## src/rtl/cdb_arbiter.sv

```systemverilog
// Complete-stage arbiter: one holding slot per functional unit, round-robin
// grant onto a registered common data bus and RS release strobe.
module cdb_arbiter #(
    parameter  int NUM_FU = 5,
    parameter  int PREG_W = 6,
    parameter  int RS_SZ  = 8,
    localparam int IDX_W  = $clog2(RS_SZ),
    localparam int PTR_W  = $clog2(NUM_FU)
) (
    input  logic                     clock,
    input  logic                     reset,
    input  logic [NUM_FU-1:0]        fu_done_i,
    input  logic [NUM_FU*PREG_W-1:0] fu_preg_i,
    input  logic [NUM_FU-1:0]        fu_has_dest_i,
    input  logic [NUM_FU*IDX_W-1:0]  fu_rs_idx_i,
    output logic [NUM_FU-1:0]        fu_stall_o,
    output logic                     cdb_valid_o,
    output logic [PREG_W-1:0]        cdb_phys_reg_o,
    output logic                     cdb_ready_o,
    output logic [IDX_W-1:0]         remove_idx_o,
    output logic                     remove_en_o
);

    logic [NUM_FU-1:0] slot_valid;
    logic [PREG_W-1:0] slot_preg [NUM_FU];
    logic              slot_dest [NUM_FU];
    logic [IDX_W-1:0]  slot_idx  [NUM_FU];

    logic [PTR_W-1:0]  rr_ptr_q, rr_ptr_d;
    logic              grant_any;
    logic [PTR_W-1:0]  grant_idx;
    logic [PTR_W:0]    cand;

    logic              cdb_valid_q, cdb_valid_d;
    logic [PREG_W-1:0] phys_reg_q, phys_reg_d;
    logic              remove_en_q, remove_en_d;
    logic [IDX_W-1:0]  remove_idx_q, remove_idx_d;

    // Rotating priority: first valid slot at or after rr_ptr, wrapping.
    always_comb begin
        grant_any = 1'b0;
        grant_idx = '0;
        cand      = '0;
        for (int k = 0; k < NUM_FU; k++) begin
            cand = {1'b0, rr_ptr_q} + (PTR_W+1)'(k);
            if (cand >= (PTR_W+1)'(NUM_FU))
                cand = cand - (PTR_W+1)'(NUM_FU);
            if (!grant_any && slot_valid[cand[PTR_W-1:0]]) begin
                grant_any = 1'b1;
                grant_idx = cand[PTR_W-1:0];
            end
        end
    end

    for (genvar i = 0; i < NUM_FU; i++) begin : g_slot
        logic              valid_q, valid_d;
        logic              dest_q, dest_d;
        logic [PREG_W-1:0] preg_q, preg_d;
        logic [IDX_W-1:0]  idx_q, idx_d;
        logic              hit;
        logic              accept;

        assign hit           = grant_any && (grant_idx == PTR_W'(i));
        assign fu_stall_o[i] = valid_q && !hit;
        assign accept        = fu_done_i[i] && !fu_stall_o[i];

        // A reload in the grant cycle wins over the clear: no bubble.
        always_comb begin
            valid_d = valid_q;
            dest_d  = dest_q;
            preg_d  = preg_q;
            idx_d   = idx_q;
            if (hit)
                valid_d = 1'b0;
            if (accept) begin
                valid_d = 1'b1;
                dest_d  = fu_has_dest_i[i];
                preg_d  = fu_preg_i[i*PREG_W +: PREG_W];
                idx_d   = fu_rs_idx_i[i*IDX_W +: IDX_W];
            end
        end

        always_ff @(posedge clock) begin
            if (reset) begin
                valid_q <= 1'b0;
                dest_q  <= 1'b0;
                preg_q  <= '0;
                idx_q   <= '0;
            end else begin
                valid_q <= valid_d;
                dest_q  <= dest_d;
                preg_q  <= preg_d;
                idx_q   <= idx_d;
            end
        end

        assign slot_valid[i] = valid_q;
        assign slot_dest[i]  = dest_q;
        assign slot_preg[i]  = preg_q;
        assign slot_idx[i]   = idx_q;
    end

    always_comb begin
        rr_ptr_d     = rr_ptr_q;
        remove_en_d  = grant_any;
        cdb_valid_d  = 1'b0;
        phys_reg_d   = phys_reg_q;
        remove_idx_d = remove_idx_q;
        if (grant_any) begin
            rr_ptr_d     = (grant_idx == PTR_W'(NUM_FU-1)) ? '0
                                                           : grant_idx + 1'b1;
            cdb_valid_d  = slot_dest[grant_idx];
            phys_reg_d   = slot_preg[grant_idx];
            remove_idx_d = slot_idx[grant_idx];
        end
    end

    always_ff @(posedge clock) begin
        if (reset) begin
            rr_ptr_q     <= '0;
            cdb_valid_q  <= 1'b0;
            phys_reg_q   <= '0;
            remove_en_q  <= 1'b0;
            remove_idx_q <= '0;
        end else begin
            rr_ptr_q     <= rr_ptr_d;
            cdb_valid_q  <= cdb_valid_d;
            phys_reg_q   <= phys_reg_d;
            remove_en_q  <= remove_en_d;
            remove_idx_q <= remove_idx_d;
        end
    end

    assign cdb_valid_o    = cdb_valid_q;
    assign cdb_ready_o    = cdb_valid_q;
    assign cdb_phys_reg_o = phys_reg_q;
    assign remove_en_o    = remove_en_q;
    assign remove_idx_o   = remove_idx_q;

endmodule
```

## config.mk

```make
export PLATFORM = sky130hd
export DESIGN_NAME = cdb_arbiter
export DESIGN_NICKNAME = d
export VERILOG_FILES = /design/src/rtl/cdb_arbiter.sv
export SDC_FILE = /design/constraint.sdc
export NUM_CORES = 1
export LEC_CHECK = 0
export ABC_AREA = 1
export CAP_MARGIN = 20
export CORE_ASPECT_RATIO = 0.75
export CORE_UTILIZATION = 35
export CTS_CLUSTER_SIZE = 8
export DETAILED_ROUTE_END_ITERATION = 12
export GPL_ROUTABILITY_DRIVEN = 0
export PLACE_DENSITY = 0.54
export SYNTH_ARGS = -nofsm -noshare
export SYNTH_HDL_FRONTEND = slang
export SYNTH_SLANG_ARGS = --single-unit
```

## constraint.sdc

```tcl
create_clock -name clock -period 6.6 [get_ports clock]
set_clock_uncertainty 0.15 [all_clocks]
set_input_delay 1.65 -clock clock [delete_from_list [all_inputs] [get_ports clock]]
set_output_delay 1.65 -clock clock [all_outputs]
set_load 0.05 [all_outputs]
```

==> results.toml, run 1 <==
[route]
drt_iter0_drc = 241
finalWirelength_mm = 11.9
vias = 4119
wl_per_cell_um = 14.6
ant_nets = 0
vias_per_cell = 5.05
dr.pass1.iters = 5
drc = 0

[placed_design]
place_inst = 800
hpwl_mm = 9.26
io_buffers = 73
placed_area_mm2 = 0.00482
dpl_worst_slack_ps = 612

[critical_path]
cp.required_ps = 4800
worstSetupPathType = "flip-flop to output pin"
cp-start-kind = "flip-flop"
worstPathArrival_ps = 4340
end_kind = "output pin"
crit_fanout = 19

[sta]
finalCritPeriodShare = 0.930
rsz0062_at_grt = "no"
finalSetupViolCount = 0
fmax_mhz = 163
fin_tns_setup_ps = 0
worstMarginPinSlew_ps = 672
timing.final.crit_period_ps = 6140
finalHoldViolCount = 0
slew_headroom = 0.551
setup_ws_ps = 465
slew_viol_final = 0

[logic_synthesis]
synth_seq_cells = 69
yosysSeqAreaShare = 0.341
syn_area_mm2 = 0.00405
synth-warning-count = 0
synth-edff-count = 0
synth_cells = 606
synthesis.nets = 672
async_flop_share = 0
ys_types = 33
ys.flop_type = "dfxtp_1"
synth.avg_cell_area_um2 = 6.68

[clock_tree]
cts_hold_buf = 0
cts.htree.levels = 3
path_clk_slew_ps = 50
cts_tree = "yes"
worstSkewPairLatency_ps = 330
clock_sinks = 69
cts_buffers = 9
cts_root_buffer = "clkbuf_16"
clk_path_buf_depth = 2

[grt]
antenna_found_initial = 0
track_usage = 0.212
grt_first_pass_wirelength_mm = 19.5
grt_start_max_net_pins = 35
overflow = 0
grt_pass1_vias = 3863

[cells_and_area]
antennaDiodeCount = 0
fin_area_mm2 = 0.00512
final_cells = 816
nets = 737
drive_gt1_frac = 0.0991
area_delta_synth_final_pct = 26.5

[floorplanning]
core_mm2 = 0.0111
ioPinCount = 74
die-area_mm2 = 0.0120
dieHeight_um = 95.1
num_rows = 33
die_w_um = 126
start_util = 0.365

[power]
max-vdd-ir-drop_mv = 0.244
p_leak_nw = 2.35
p_per_area_mw_per_mm2 = 634

[flow_run]
drv_cap = 0

[outcome]
run_status = "completed"

[min_path]
hold_path.class = "flip-flop to flip-flop"
worst paths after layout:
kind / startpoint / to / slack, ps / depth (start not counted)
min reg2reg: g_slot[4].preg_q[3] / g_slot[4].preg_q[3] / 310 / 2
min: g_slot[4].preg_q[3] / g_slot[4].preg_q[3] / 310 / 2
max reg2reg: rr_ptr_q[0] / g_slot[2].preg_q[3] / 2610 / 23
max: rr_ptr_q[0] / fu_stall_o[3] / 460 / 21
Yosys cell counts, types with 8 or more instances:
library cell | count | share of area
nand2_1 | 147 | 0.14
nor2_1 | 82 | 0.076
nand3_1 | 74 | 0.091
dfxtp_1 | 69 | 0.34
inv_1 | 48 | 0.044
a21oi_1 | 34 | 0.042
o21ai_1 | 29 | 0.036
nand2_2 | 16 | 0.025
nand4_1 | 16 | 0.025
o21ai_0 | 15 | 0.019
buf_6 | 10 | 0.028
clkbuf_1 | 9 | 0.0083
ha_1 | 8 | 0.025
inv_2 | 8 | 0.0074
worst max-delay path, cell delays in order (launching register included):
cell and delay, ps:
dfxtp_1 290, buf_4 190, inv_2 190, ha_1 180, inv_1 50, fa_1 380, inv_1 100, nand2_1 160
o21ai_1 280, nand3_1 110, nand2_1 70, nand2_1 60, nand2_1 210, inv_1 90, nand4_2 120, inv_2 50
nand2_1 90, nand3_4 240, nand2_4 170, nand2_4 110, inv_1 70, clkdlybuf4s50_1 790
timing repair:
action | CTS | global route
gates resized for setup | 0 | 1
buffers inserted | 0 | 0
setup endpoints to repair | 0 | 1
logic make-up after synthesis:
kind of cell / count (synthesis) / synth area share
AO/OA/AOI/OAI: 93 / 0.128
XOR/XNOR: 1 / 0.00402
adder cells (fa/ha/maj): 9 / 0.0297
buffers and inverters: 80 / 0.0955
flip-flops: 69 / 0.341
AND/OR/NAND/NOR: 354 / 0.401
metal layers:
metal | global-route usage | up-vias | part of all wire
li1 | - | 2115 | -
met1 | 0.296 | 1868 | 0.51
met2 | 0.304 | 123 | 0.39
met3 | 0.0701 | 13 | 0.076
met4 | 0.0703 | 0 | 0.018
met5 | 0 | - | 0
through the flow:
stage / hold slack, ps / power (mW) / utilization
floorplan: 280 / 2.32 / -
global route: 328 / 3.56 / 0.461
CTS: 318 / 3.26 / 0.461
detailed placement: 309 / 2.77 / 0.434
global placement: 300 / 2.76 / 0.434
finish: 314 / 3.25 / 0.461
area by class of cell:
class | instances | area, um2
Clock buffer | 10 | 239
Clock inverter | 6 | 62.6
Fill cell | 1191 | 5990
Inverter | 56 | 210
Multi-Input combinational cell | 457 | 2280
Sequential cell | 69 | 1380
Tap cell | 140 | 175
Timing Repair Buffer | 78 | 771
cell usage in the layout, fill, tap and decap left out, types with 15 or more instances in the layout:
cell,n
a21oi_1,34
nand4_1,16
dfxtp_1,69
o21ai_0,15
nor2_1,82
inv_1,48
nand2_1,147
nand2_2,16
o21ai_1,29
clkdlybuf4s50_1,72
nand3_1,74
power breakdown:
part / switching, mW / total (mW) / internal [mW]
combinational: 1.48 / 2.12 / 0.636
sequential: 0.101 / 0.650 / 0.550
clock: 0.176 / 0.477 / 0.301
flip-flops by register name, summed over array words and instances, names as in the netlist, 3 cells and up:
signal	flops
g_slot.preg_q	30
g_slot.idx_q	15
cdb_phys_reg_o	6
g_slot.dest_q	5
g_slot.valid_q	5
remove_idx_o	3
rr_ptr_q	3
(Power assumes the default switching activity.)
==> inputs of run 2 (changes only) <==
GPL_ROUTABILITY_DRIVEN = default   (was 0)
==> run 2 against run 1 <==
Highest routed layer unchanged. Cell count is 0.12% higher. Final area hardly changed. Core utilization hardly changed. Sequential share of layout area hardly changed.
==> results.toml, run 2 (synthesized netlist as in run 1, its figures left out) <==
[outcome]
run_status = "completed"

[clock_tree]
cts_hold_buf = 0
cts.htree.levels = 3
cts_tree = "yes"
clock_sinks = 69
worstSkewPairLatency_ps = 340
cts.repair.resized = 0
post-cts-setup-buffers = 0
cts_root_buffer = "clkbuf_16"
cts_buffers = 9
path_clk_slew_ps = 60
clk_path_buf_depth = 2

[sta]
finalCritPeriodShare = 0.945
finalSetupViolCount = 0
worstMarginPinSlew_ps = 692
rsz0062_at_grt = "no"
fin_tns_setup_ps = 0
finalHoldViolCount = 0
slew_viol_final = 0
timing.final.crit_period_ps = 6240
fmax_mhz = 160
slew_headroom = 0.537

[critical_path]
worstPathArrival_ps = 4440
cp-start-kind = "flip-flop"
end_kind = "output pin"
critPathMostFrequentCell = "nand2_1"
crit_fanout = 21
slowest_stage = "clkdlybuf4s50_1"
cp.required_ps = 4800
critPathMaxStageDelay_ps = 720
worstSetupPathType = "flip-flop to output pin"
path_buf_inv = 4
crit_family = "simple AND/OR/NAND/NOR gates"
path_cells = "inv_2 -> ha_1 -> nand2_1 -> nand2_1 -> nand2_1 -> o21ai_0 -> inv_1 -> nand4_1 -> nand2_1 -> nand4_1 -> nor2_1 -> nor2_1 -> nand3_4 -> nor2_4 -> nand2_1 -> nand2_2 -> inv_1 -> clkdlybuf4s50_1"

[route]
wl_per_cell_um = 15.3
ant_nets = 0
finalWirelength_mm = 12.5
dr.pass1.iters = 5
vias = 4166
drt_iter0_drc = 292
drc = 0
vias_per_cell = 5.10

[min_path]
hold_path.class = "flip-flop to flip-flop"

[cells_and_area]
nets = 738
drive_gt1_frac = 0.100
final_cell_mix = "nand2_1, nor2_1, nand3_1"
largest_reg_flops = 30
area_delta_synth_final_pct = 26.5
antennaDiodeCount = 0
top_register = "g_slot.preg_q"
utilization = 0.461
layout_commonest_cell = "nand2_1"

[placed_design]
io_buffers = 73
place_congestion = 0.902
hpwl_mm = 9.67

[floorplanning]
dieHeight_um = 95.1
start_util = 0.365
die-area_mm2 = 0.0120
num_rows = 33
die_w_um = 126
ioPinCount = 74
core_mm2 = 0.0111

[grt]
grt_first_pass_wirelength_mm = 19.8
grt_pass1_vias = 3823
overflow = 0
track_usage = 0.220
antenna_found_initial = 0
grt_start_max_net_pins = 25

[flow_run]
drv_cap = 0
[run 2: cell types whose count changed in the layout (fill, tap and decap cells not counted), sizes merged]
cell / change
dlymetal6s2s: -1
clkbuf: -1
clkinvlp: -2
clkdlybuf4s50: +1
buf: +1
inv: +1
clkinv: +2
[run 2: worst register-to-register path: cells and delay by family (launching register included)]
family	cells	cell delay, ps
and+or+nand+nor	14	2110
DFF	1	610
AOI/OAI and AO/OA	1	160
buffers and inverters	3	400
adders and majority gates	1	340
[run 2: worst paths after layout]
kind / from / end / slack [ps] / cells after the start
hold / removal: g_slot[4].preg_q[4] / g_slot[4].preg_q[4] / 310 / 2
hold reg to reg: g_slot[4].preg_q[4] / g_slot[4].preg_q[4] / 310 / 2
setup / recovery: rr_ptr_q[2] / fu_stall_o[0] / 360 / 18
setup reg to reg: rr_ptr_q[2] / g_slot[2].preg_q[2] / 2750 / 19
[run 2: final cells by class]
class	count	area [um2]
Clock buffer	9	225
Clock inverter	7	73.8
Fill cell	1178	5980
Inverter	56	210
Multi-Input combinational cell	457	2280
Sequential cell	69	1380
Tap cell	140	175
Timing Repair Buffer	79	776
[run 2: metrics by stage]
step	hold WS [ps]	cell area [um2]	worst slack (ps)	cells
4_1_cts	315	5120	478	817
3_3_place_gp	300	4820	885	801
6_report	308	5120	364	817
5_1_grt	320	5120	4.10	817
2_1_floorplan	280	4050	1950	606
3_5_place_dp	307	4820	864	801
[run 2: metal layers]
metal | wire, um | share of wire | vias to the layer above | GRT usage
met5 | 0 | 0 | - | 0
met4 | 111 | 0.0089 | 0 | 0.0562
met3 | 999 | 0.080 | 9 | 0.0617
met2 | 4730 | 0.38 | 170 | 0.304
met1 | 6650 | 0.53 | 1874 | 0.328
li1 | - | - | 2113 | -
Power of run 2 is left out: the tool's default activity adds up to more than one toggle a clock period on the data nets, which glitch-free logic cannot reach.
==> inputs of run 3 (changes only) <==
GPL_TIMING_DRIVEN = 0   (was default)
==> run 3 against run 2 <==
Via count shrank 0.38%. Critical endpoint unchanged. Setup slack improved by 23 ps. Critical path depth is 3 higher. Worst hold slack better by 7.9 ps. Sequential share of layout area decreased by 0.85 points. Non-clock buffer count increased by 18. Fmax up 0.36%. Die area stayed put. Register-to-register slack worse by 60 ps. Cell count up 2.2%. Routed wire length up 0.95%.
==> results.toml, run 3 (synthesized netlist as in run 1, its figures left out) <==
[outcome]
run_status = "completed"

[cells_and_area]
largest_reg_flops = 30
drive_gt1_frac = 0.111
area_delta_synth_final_pct = 30.6
antennaDiodeCount = 0
top_register = "g_slot.preg_q"
nets = 756
layout_commonest_cell = "nand2_1"
final_cell_mix = "nand2_1, nor2_1, nand3_1"

[floorplanning]
num_rows = 33
ioPinCount = 74
start_util = 0.365
die-area_mm2 = 0.0120
die_w_um = 126
dieHeight_um = 95.1
core_mm2 = 0.0111

[clock_tree]
post-cts-setup-buffers = 0
cts_tree = "yes"
clk_path_buf_depth = 2
cts_buffers = 9
cts.repair.resized = 0
cts_hold_buf = 0
cts_root_buffer = "clkbuf_16"
path_clk_slew_ps = 50
cts.htree.levels = 3
worstSkewPairLatency_ps = 340
clock_sinks = 69

[route]
drc = 0
finalWirelength_mm = 12.6
ant_nets = 0
vias_per_cell = 4.97
vias = 4150
drt_iter0_drc = 293
wl_per_cell_um = 15.1
dr.pass1.iters = 5

[placed_design]
hpwl_mm = 10.0
place_congestion = 0.919
io_buffers = 73

[sta]
worstMarginPinSlew_ps = 638
rsz0062_at_grt = "no"
finalHoldViolCount = 0
finalSetupViolCount = 0
slew_headroom = 0.574
slew_viol_final = 0
fin_tns_setup_ps = 0
timing.final.crit_period_ps = 6210
finalCritPeriodShare = 0.941
fmax_mhz = 161

[critical_path]
worstPathArrival_ps = 4410
cp.required_ps = 4800
cp-start-kind = "flip-flop"
end_kind = "output pin"
worstSetupPathType = "flip-flop to output pin"
crit_fanout = 10

[grt]
grt_start_max_net_pins = 13
grt_pass1_vias = 3700
antenna_found_initial = 0
grt_first_pass_wirelength_mm = 19.5
track_usage = 0.217
overflow = 0

[flow_run]
drv_cap = 0

[min_path]
hold_path.class = "flip-flop to flip-flop"
==> run 3: cell types whose count changed in the layout (fill, tap and decap cells not counted) <==
cell,before,now
buf_2,0,3
buf_4,6,2
buf_6,0,10
bufinv_16,1,2
clkbuf_1,0,9
clkbuf_8,0,2
clkinv_2,2,1
clkinv_4,2,0
==> run 3: final cells by class <==
| cell class | count | area, um2 |
|---|---|---|
| Clock inverter | 5 | 81.3 |
| Fill cell | 1140 | 5820 |
| Sequential cell | 69 | 1380 |
| Clock buffer | 11 | 253 |
| Timing Repair Buffer | 73 | 731 |
| Buffer | 24 | 176 |
| Multi-Input combinational cell | 457 | 2280 |
| Tap cell | 140 | 175 |
| Inverter | 56 | 210 |
==> run 3: critical path, stage by stage (launching register included) <==
cell	delay [ps]
dfxtp_1	530
inv_1	230
ha_1	270
ha_1	290
inv_1	200
nand2_1	90
o21ai_0	220
inv_1	130
nand2_1	100
nand2_1	90
buf_6	150
nand3_1	100
nand2_1	70
nand2_1	60
nand3_1	70
nand2_1	140
nand2_4	140
nor2_4	210
nand2_1	90
nand2_2	110
inv_1	70
clkdlybuf4s50_1	700
==> run 3: metrics by stage <==
stage	std cells	hold slack [ps]	utilization	cell area, um2	setup WS [ps]
final	835	316	0.476	5290	386
after global routing	835	339	0.476	5290	99.9
after detailed placement	819	307	0.446	4950	774
after CTS	835	315	0.476	5290	404
after global placement	819	302	0.446	4950	778
after floorplan	606	280	-	4050	1950
==> run 3: worst paths after layout <==
check                 startpoint  slack [ps]             endpoint  cells after the start
min          g_slot[4].preg_q[4]         320  g_slot[4].preg_q[4]                      2
max                  rr_ptr_q[1]         390        fu_stall_o[0]                     21
max reg2reg          rr_ptr_q[1]        2690  g_slot[0].preg_q[3]                     23
min reg2reg  g_slot[4].preg_q[4]         320  g_slot[4].preg_q[4]                      2
==> run 3: routing by layer <==
| layer | vias to the layer above | part of all wire | global-route usage |
|---|---|---|---|
| met5 | - | 0 | 0 |
| met4 | 0 | 0.0056 | 0.0392 |
| met3 | 9 | 0.082 | 0.0651 |
| met2 | 128 | 0.37 | 0.296 |
| met1 | 1855 | 0.54 | 0.331 |
| li1 | 2158 | - | - |
Power of run 3 is left out for the same reason.
